## config.mk

```make
export PLATFORM = sky130hd
export DESIGN_NAME = time_set_ctrl
export DESIGN_NICKNAME = d
export VERILOG_FILES = /design/src/rtl/time_set_ctrl.sv
export SDC_FILE = /design/constraint.sdc
export NUM_CORES = 1
export LEC_CHECK = 0
export CORE_AREA = 2 2 39 41
export DETAILED_ROUTE_END_ITERATION = 16
export DIE_AREA = 0 0 41 43
export MAX_ROUTING_LAYER = met4
export PLACE_DENSITY = 0.58
export SKIP_CTS_REPAIR_TIMING = 1
export SYNTH_ARGS = -nofsm -noshare
export SYNTH_HDL_FRONTEND = slang
export SYNTH_SLANG_ARGS = --single-unit
```

## constraint.sdc

```tcl
create_clock -name i_clk -period 1 [get_ports i_clk]
set_input_delay 0.2 -clock i_clk [delete_from_list [all_inputs] [get_ports i_clk]]
set_output_delay 0.2 -clock i_clk [all_outputs]
set_load 0.02 [all_outputs]
```

## src/rtl/time_set_ctrl.sv

```systemverilog
// ---------------------------------------------------------------------------
// time_set_ctrl
// Converts debounced set-hours / set-minutes / fast-set levels into
// single-cycle increment pulses for the time counters. Each press produces one
// increment. With auto-repeat built, a held button repeats at the slow or fast
// set rate. o_setting is high while a set operation is in progress.
//
// Build option: define TIME_SET_AUTOREPEAT_EN to build hold-to-repeat
// (HOLD_WAIT/REPEAT). When it is left undefined, a press gives one pulse and
// the FSM then waits in WAIT_RELEASE for the selected button to be released.
//
// Parameters
//   HOLD_STB_COUNT    slow strobes a button must stay held before repeat (>=1)
// Ports
//   i_clk             system clock, all state on posedge
//   i_reset           asynchronous active-high reset
//   i_slow_set_stb    1-cycle slow set-rate strobe
//   i_fast_set_stb    1-cycle fast set-rate strobe
//   i_fast_set_db     debounced fast-set level
//   i_set_hours_db    debounced set-hours level
//   i_set_minutes_db  debounced set-minutes level
//   o_inc_hours       1-cycle pulse: increment hours
//   o_inc_minutes     1-cycle pulse: increment minutes
//   o_setting         high while the FSM is not IDLE
// ---------------------------------------------------------------------------
module time_set_ctrl #(
    parameter int HOLD_STB_COUNT = 2
) (
    input  logic i_clk,
    input  logic i_reset,
    input  logic i_slow_set_stb,
    input  logic i_fast_set_stb,
    input  logic i_fast_set_db,
    input  logic i_set_hours_db,
    input  logic i_set_minutes_db,
    output logic o_inc_hours,
    output logic o_inc_minutes,
    output logic o_setting
);

    typedef enum logic [1:0] {
        IDLE         = 2'd0,
        HOLD_WAIT    = 2'd1,
        REPEAT       = 2'd2,
        WAIT_RELEASE = 2'd3
    } state_t;

    localparam logic SEL_HOURS   = 1'b0;
    localparam logic SEL_MINUTES = 1'b1;

`ifdef TIME_SET_AUTOREPEAT_EN
    localparam state_t PRESS_STATE = HOLD_WAIT;
    localparam int     CNT_W       = $clog2(HOLD_STB_COUNT + 1);
    // Value of hold_cnt when the strobe that completes the hold arrives.
    localparam logic [CNT_W-1:0] CNT_LAST = CNT_W'(HOLD_STB_COUNT - 1);

    logic [CNT_W-1:0] hold_cnt, next_cnt;
    logic             rate_stb;
`else
    localparam state_t PRESS_STATE = WAIT_RELEASE;

    // Rate inputs and the hold parameter have no role without auto-repeat.
    logic unused_cfg;
    assign unused_cfg = ^{i_slow_set_stb, i_fast_set_stb, i_fast_set_db,
                          (HOLD_STB_COUNT > 0)};
`endif

    state_t state, next_state;
    logic   sel, next_sel;
    logic   hours_prev, minutes_prev;
    logic   rise_hours, rise_minutes, sel_db;
    logic   inc_evt;
    logic   inc_hours_d, inc_minutes_d, setting_d;

    assign rise_hours   = i_set_hours_db   & ~hours_prev;
    assign rise_minutes = i_set_minutes_db & ~minutes_prev;
    assign sel_db       = (sel == SEL_MINUTES) ? i_set_minutes_db : i_set_hours_db;

`ifdef TIME_SET_AUTOREPEAT_EN
    // fast-set level is sampled every cycle, so it may change mid-repeat
    assign rate_stb = i_fast_set_db ? i_fast_set_stb : i_slow_set_stb;
`endif

    // State register, edge history and registered outputs.
    // History resets to 1 so a button already held at reset release is not a press.
    always_ff @(posedge i_clk or posedge i_reset) begin
        if (i_reset) begin
            state         <= IDLE;
            sel           <= SEL_HOURS;
            hours_prev    <= 1'b1;
            minutes_prev  <= 1'b1;
            o_inc_hours   <= 1'b0;
            o_inc_minutes <= 1'b0;
            o_setting     <= 1'b0;
`ifdef TIME_SET_AUTOREPEAT_EN
            hold_cnt      <= '0;
`endif
        end else begin
            state         <= next_state;
            sel           <= next_sel;
            hours_prev    <= i_set_hours_db;
            minutes_prev  <= i_set_minutes_db;
            o_inc_hours   <= inc_hours_d;
            o_inc_minutes <= inc_minutes_d;
            o_setting     <= setting_d;
`ifdef TIME_SET_AUTOREPEAT_EN
            hold_cnt      <= next_cnt;
`endif
        end
    end

    // Next-state logic. Release is tested before any strobe so a release
    // coinciding with a strobe yields no pulse.
    always_comb begin
        next_state = state;
        next_sel   = sel;
        inc_evt    = 1'b0;
`ifdef TIME_SET_AUTOREPEAT_EN
        next_cnt   = hold_cnt;
`endif
        case (state)
            IDLE: begin
                // hours has priority; a coincident minutes rise is dropped
                if (rise_hours) begin
                    next_sel   = SEL_HOURS;
                    next_state = PRESS_STATE;
                    inc_evt    = 1'b1;
                end else if (rise_minutes) begin
                    next_sel   = SEL_MINUTES;
                    next_state = PRESS_STATE;
                    inc_evt    = 1'b1;
                end
            end
`ifdef TIME_SET_AUTOREPEAT_EN
            HOLD_WAIT: begin
                if (!sel_db) begin
                    next_state = IDLE;
                    next_cnt   = '0;
                end else if (i_slow_set_stb) begin
                    if (hold_cnt == CNT_LAST) begin
                        next_state = REPEAT;
                        next_cnt   = '0;
                        inc_evt    = 1'b1;
                    end else begin
                        next_cnt = hold_cnt + CNT_W'(1);
                    end
                end
            end
            REPEAT: begin
                if (!sel_db) begin
                    next_state = IDLE;
                    next_cnt   = '0;
                end else if (rate_stb) begin
                    inc_evt = 1'b1;
                end
            end
`else
            WAIT_RELEASE: begin
                if (!sel_db)
                    next_state = IDLE;
            end
`endif
            default: next_state = IDLE;
        endcase
    end

    // Output decode, registered above so pulses and o_setting share latency.
    always_comb begin
        inc_hours_d   = inc_evt & (next_sel == SEL_HOURS);
        inc_minutes_d = inc_evt & (next_sel == SEL_MINUTES);
        setting_d     = (next_state != IDLE);
    end

endmodule
```

==> impl_table.tex <==
\begin{tabular}{lr}
\hline
Metric & Value \\
\hline
\multicolumn{2}{l}{\textbf{Min path}} \\
Worst Hold Class & primary input to register \\
End point of the worst hold path & minutes\_prev\$\_DFF\_PP1\_ \\
Startpoint of the lowest-slack hold path & i\_set\_minutes\_db \\
Worst Hold Depth & 1 \\
\multicolumn{2}{l}{\textbf{Synthesis}} \\
Count of distinct cell types in the synthesized netlist & 13 \\
Area leader, netlist & dfrtp\_1 \\
Number of warnings issued by yosys & 0 \\
Mean cell area of the mapped netlist & 12.2 um2 \\
Synth top area cells & dfrtp\_1 (44\%), dfstp\_2 (15\%), ha\_1 (7.3\%), a31oi\_4 (6.2\%), nor2b\_1 (5.5\%) \\
Syn Nets & 37 \\
Netlist area before placement & 342 um2 \\
Area share of the leading cell type in the synthesized netlist & 0.440 \\
Register bit total from synthesis & 8 \\
Synthesized netlist cell count & 28 \\
Sequential cell area fraction in the yosys report & 0.593 \\
\multicolumn{2}{l}{\textbf{Flow run}} \\
Number of max-capacitance violations reported & 0 \\
\multicolumn{2}{l}{\textbf{Setup path}} \\
Largest stage delay on the critical path & 0.40 ns \\
Register-to-register setup slack & -0.09 ns \\
Startpoint type of the worst setup path & register \\
Source of the worst register-to-register timing path & sel\$\_DFF\_PP0\_ \\
Crit Path Max Fanout & 3 \\
Cell family with the largest share of critical-path delay & flip-flops \\
Critical Setup Path Class & register to register \\
Cell with the largest stage delay on the worst path & dfrtp\_1 \\
Cell-by-cell listing of the critical path & mux2\_4 > a31oi\_4 > a21oi\_1 \\
Number of buffers and inverters on the critical path & 0 \\
Worst endpoint data arrival time & 1.22 ns \\
Worst r2r dst & state[1]\$\_DFF\_PP0\_ \\
Worst reg2reg path depth & 3 \\
CP Capture Type & register \\
Data required time of the worst path & 1.13 ns \\
\multicolumn{2}{l}{\textbf{Layout}} \\
Antenna diode instance count & 0 \\
Non-filler cells in the finished layout & 59 \\
Post-Route Utilization & 0.364 \\
Synth-to-layout area growth & 47.6\% \\
Layout cells sized above 1 & 0.512 \\
Layout Cell Area excl Fill & 504 um2 \\
Number of nets in the finished design & 53 \\
\multicolumn{2}{l}{\textbf{STA}} \\
Final clock skew & 0.0110 ns \\
Top achievable clock speed & 919 MHz \\
Slack of the critical path & -0.0883 ns \\
Setup repair after global routing missed its margin & true \\
Final Cycle Share & 1.09 \\
Headroom to the max-slew limit & 0.800 \\
Transition time of the tightest slew-check pin & 0.299 ns \\
Final hold violation count & 0 \\
Clock period minus final worst setup slack & 1.09 ns \\
Number of max-slew violations in the final report & 0 \\
Worst hold slack after final layout & 0.113 ns \\
Finish-stage setup viols & 3 \\
\multicolumn{2}{l}{\textbf{Floorplanning}} \\
Core outline area & 1380 um2 \\
FP Rows & 14 \\
I/O pin cnt & 10 \\
Starting Density & 0.247 \\
Width of the die & 41 um \\
Area of the die & 1760 um2 \\
Floorplan die height & 43 um \\
\multicolumn{2}{l}{\textbf{Routing}} \\
Overall routed net length & 577 um \\
Via density & 4.12 \\
Average wire per standard cell & 9.78 um \\
Routed via count & 243 \\
Number of detailed-route iterations in the first pass & 2 \\
DRC marker count from the first detailed-route iteration & 1 \\
Antenna Nets Post-Route & 0 \\
Number of design rule violations left after detail routing & 0 \\
\multicolumn{2}{l}{\textbf{Global route}} \\
Maximum number of pins on one net before global-route repair & 9 \\
Overall fraction of global-route tracks in use & 0.0885 \\
Via count of the first global-routing pass & 215 \\
Congestion Overflow GR & 0 \\
First-pass GRT wire length & 917 um \\
Number of antenna violations at the first check in global routing & 0 \\
\multicolumn{2}{l}{\textbf{Place}} \\
IO buf count & 6 \\
Post-detailed-placement cell area & 472 um2 \\
Post-Place Worst Slack & -0.326 ns \\
Placed wire-length estimate after detailed placement & 425 um \\
GPL Wtd Cong & 0.671 \\
\# placed instances & 54 \\
\multicolumn{2}{l}{\textbf{CTS}} \\
Clock-pin slew reported for the worst setup and hold paths after clock tree synthesis & 0.06 ns \\
Cts bufs inserted & 3 \\
CTS tree & yes \\
Clock insertion delay at the later pin of the skew report & 0.25 ns \\
H-tree levels & 1 \\
Clk buf depth & 2 \\
Sinks on the clock net & 8 \\
Clock tree root driver cell & clkbuf\_4 \\
\multicolumn{2}{l}{\textbf{Status}} \\
Failing checks & setup timing \\
Status & complete, but fails checks \\
\multicolumn{2}{l}{\textbf{Pwr}} \\
PwrDens & 2620 nW/um2 \\
Worst IR Drop VDD & 1050 uV \\
Leakage power & 0.248 nW \\
\hline
\end{tabular}
how the worst max path moves through the flow:
stage / depth (start not counted) / endpoint / slack [ns] / from
2_1_floorplan: 3 / o_setting$_DFF_PP0_ / -0.04 / sel$_DFF_PP0_
3_3_place_gp: 4 / o_setting$_DFF_PP0_ / -0.32 / i_set_hours_db
3_5_place_dp: 4 / state[1]$_DFF_PP0_ / -0.33 / i_set_hours_db
4_1_cts: 1 / o_setting / -0.38 / o_setting$_DFF_PP0_
5_1_grt: 5 / state[1]$_DFF_PP0_ / -0.13 / state[0]$_DFF_PP0_
6_report: 3 / state[1]$_DFF_PP0_ / -0.09 / sel$_DFF_PP0_
cells by family (layout without fill, tap and decap cells):
group | count (synthesis) | after routing | share of synthesized area
AO/OA/AOI/OAI | 6 | 6 | 0.139
adder cells (fa/ha/maj) | 2 | 2 | 0.0732
buffers and inverters | 4 | 19 | 0.0439
flip-flops | 8 | 8 | 0.593
multiplexers | 1 | 1 | 0.0439
AND/OR/NAND/NOR | 7 | 7 | 0.106
per-layer routing:
| metal | GRT usage | vias up | part of all wire |
|---|---|---|---|
| li1 | - | 121 | - |
| met5 | - | - | 0 |
| met4 | 0.0400 | 0 | 0 |
| met1 | 0.0936 | 111 | 0.41 |
| met3 | 0.0785 | 0 | 0.075 |
| met2 | 0.113 | 11 | 0.51 |
metrics by stage:
stage                     total power [W]  setup TNS, ns
after floorplan                  0.000881         -0.107
after global placement            0.00104          -1.93
after detailed placement          0.00105          -1.96
after CTS                         0.00132          -1.45
after global routing              0.00142         -0.419
final                             0.00132         -0.259
registers in the layout, indices dropped and copies added (netlist names):
signal / count
sel: 1
state: 2
hours_prev: 1
o_inc_minutes: 1
minutes_prev: 1
o_inc_hours: 1
o_setting: 1
layout make-up:
| cell class | instances | area [um2] |
|---|---|---|
| fill | 146 | 880 |
| sequential | 8 | 203 |
| multi-input combinational | 16 | 155 |
| timing repair buffer | 11 | 85.1 |
| clock buffer | 4 | 26.3 |
| tap | 16 | 20.0 |
| inverter | 4 | 15.0 |
Yosys cell counts:
cell type / instances
a21oi_1: 3
a31oi_1: 1
a31oi_4: 1
and2_1: 1
dfrtp_1: 6
dfstp_2: 2
ha_1: 2
inv_1: 4
mux2_4: 1
nand2_1: 1
nor2_1: 2
nor2b_1: 3
o21ai_1: 1
power breakdown:
part / switching (W) / internal (W) / total, W
clock: 0.000104 / 0.000152 / 0.000256
combinational: 0.000286 / 0.000322 / 0.000608
sequential: 0.0000482 / 0.000408 / 0.000457
layout by cell type, fill, tap and decap left out, drive strengths merged, types with 2 or more instances in the layout:
cell,instances
buf,6
nor2b,3
dfstp,2
a31oi,2
clkbuf,6
clkdlybuf4s50,2
a21oi,3
ha,2
dfrtp,6
nor2,2
inv,4
Power figures use the tool's default switching activity.
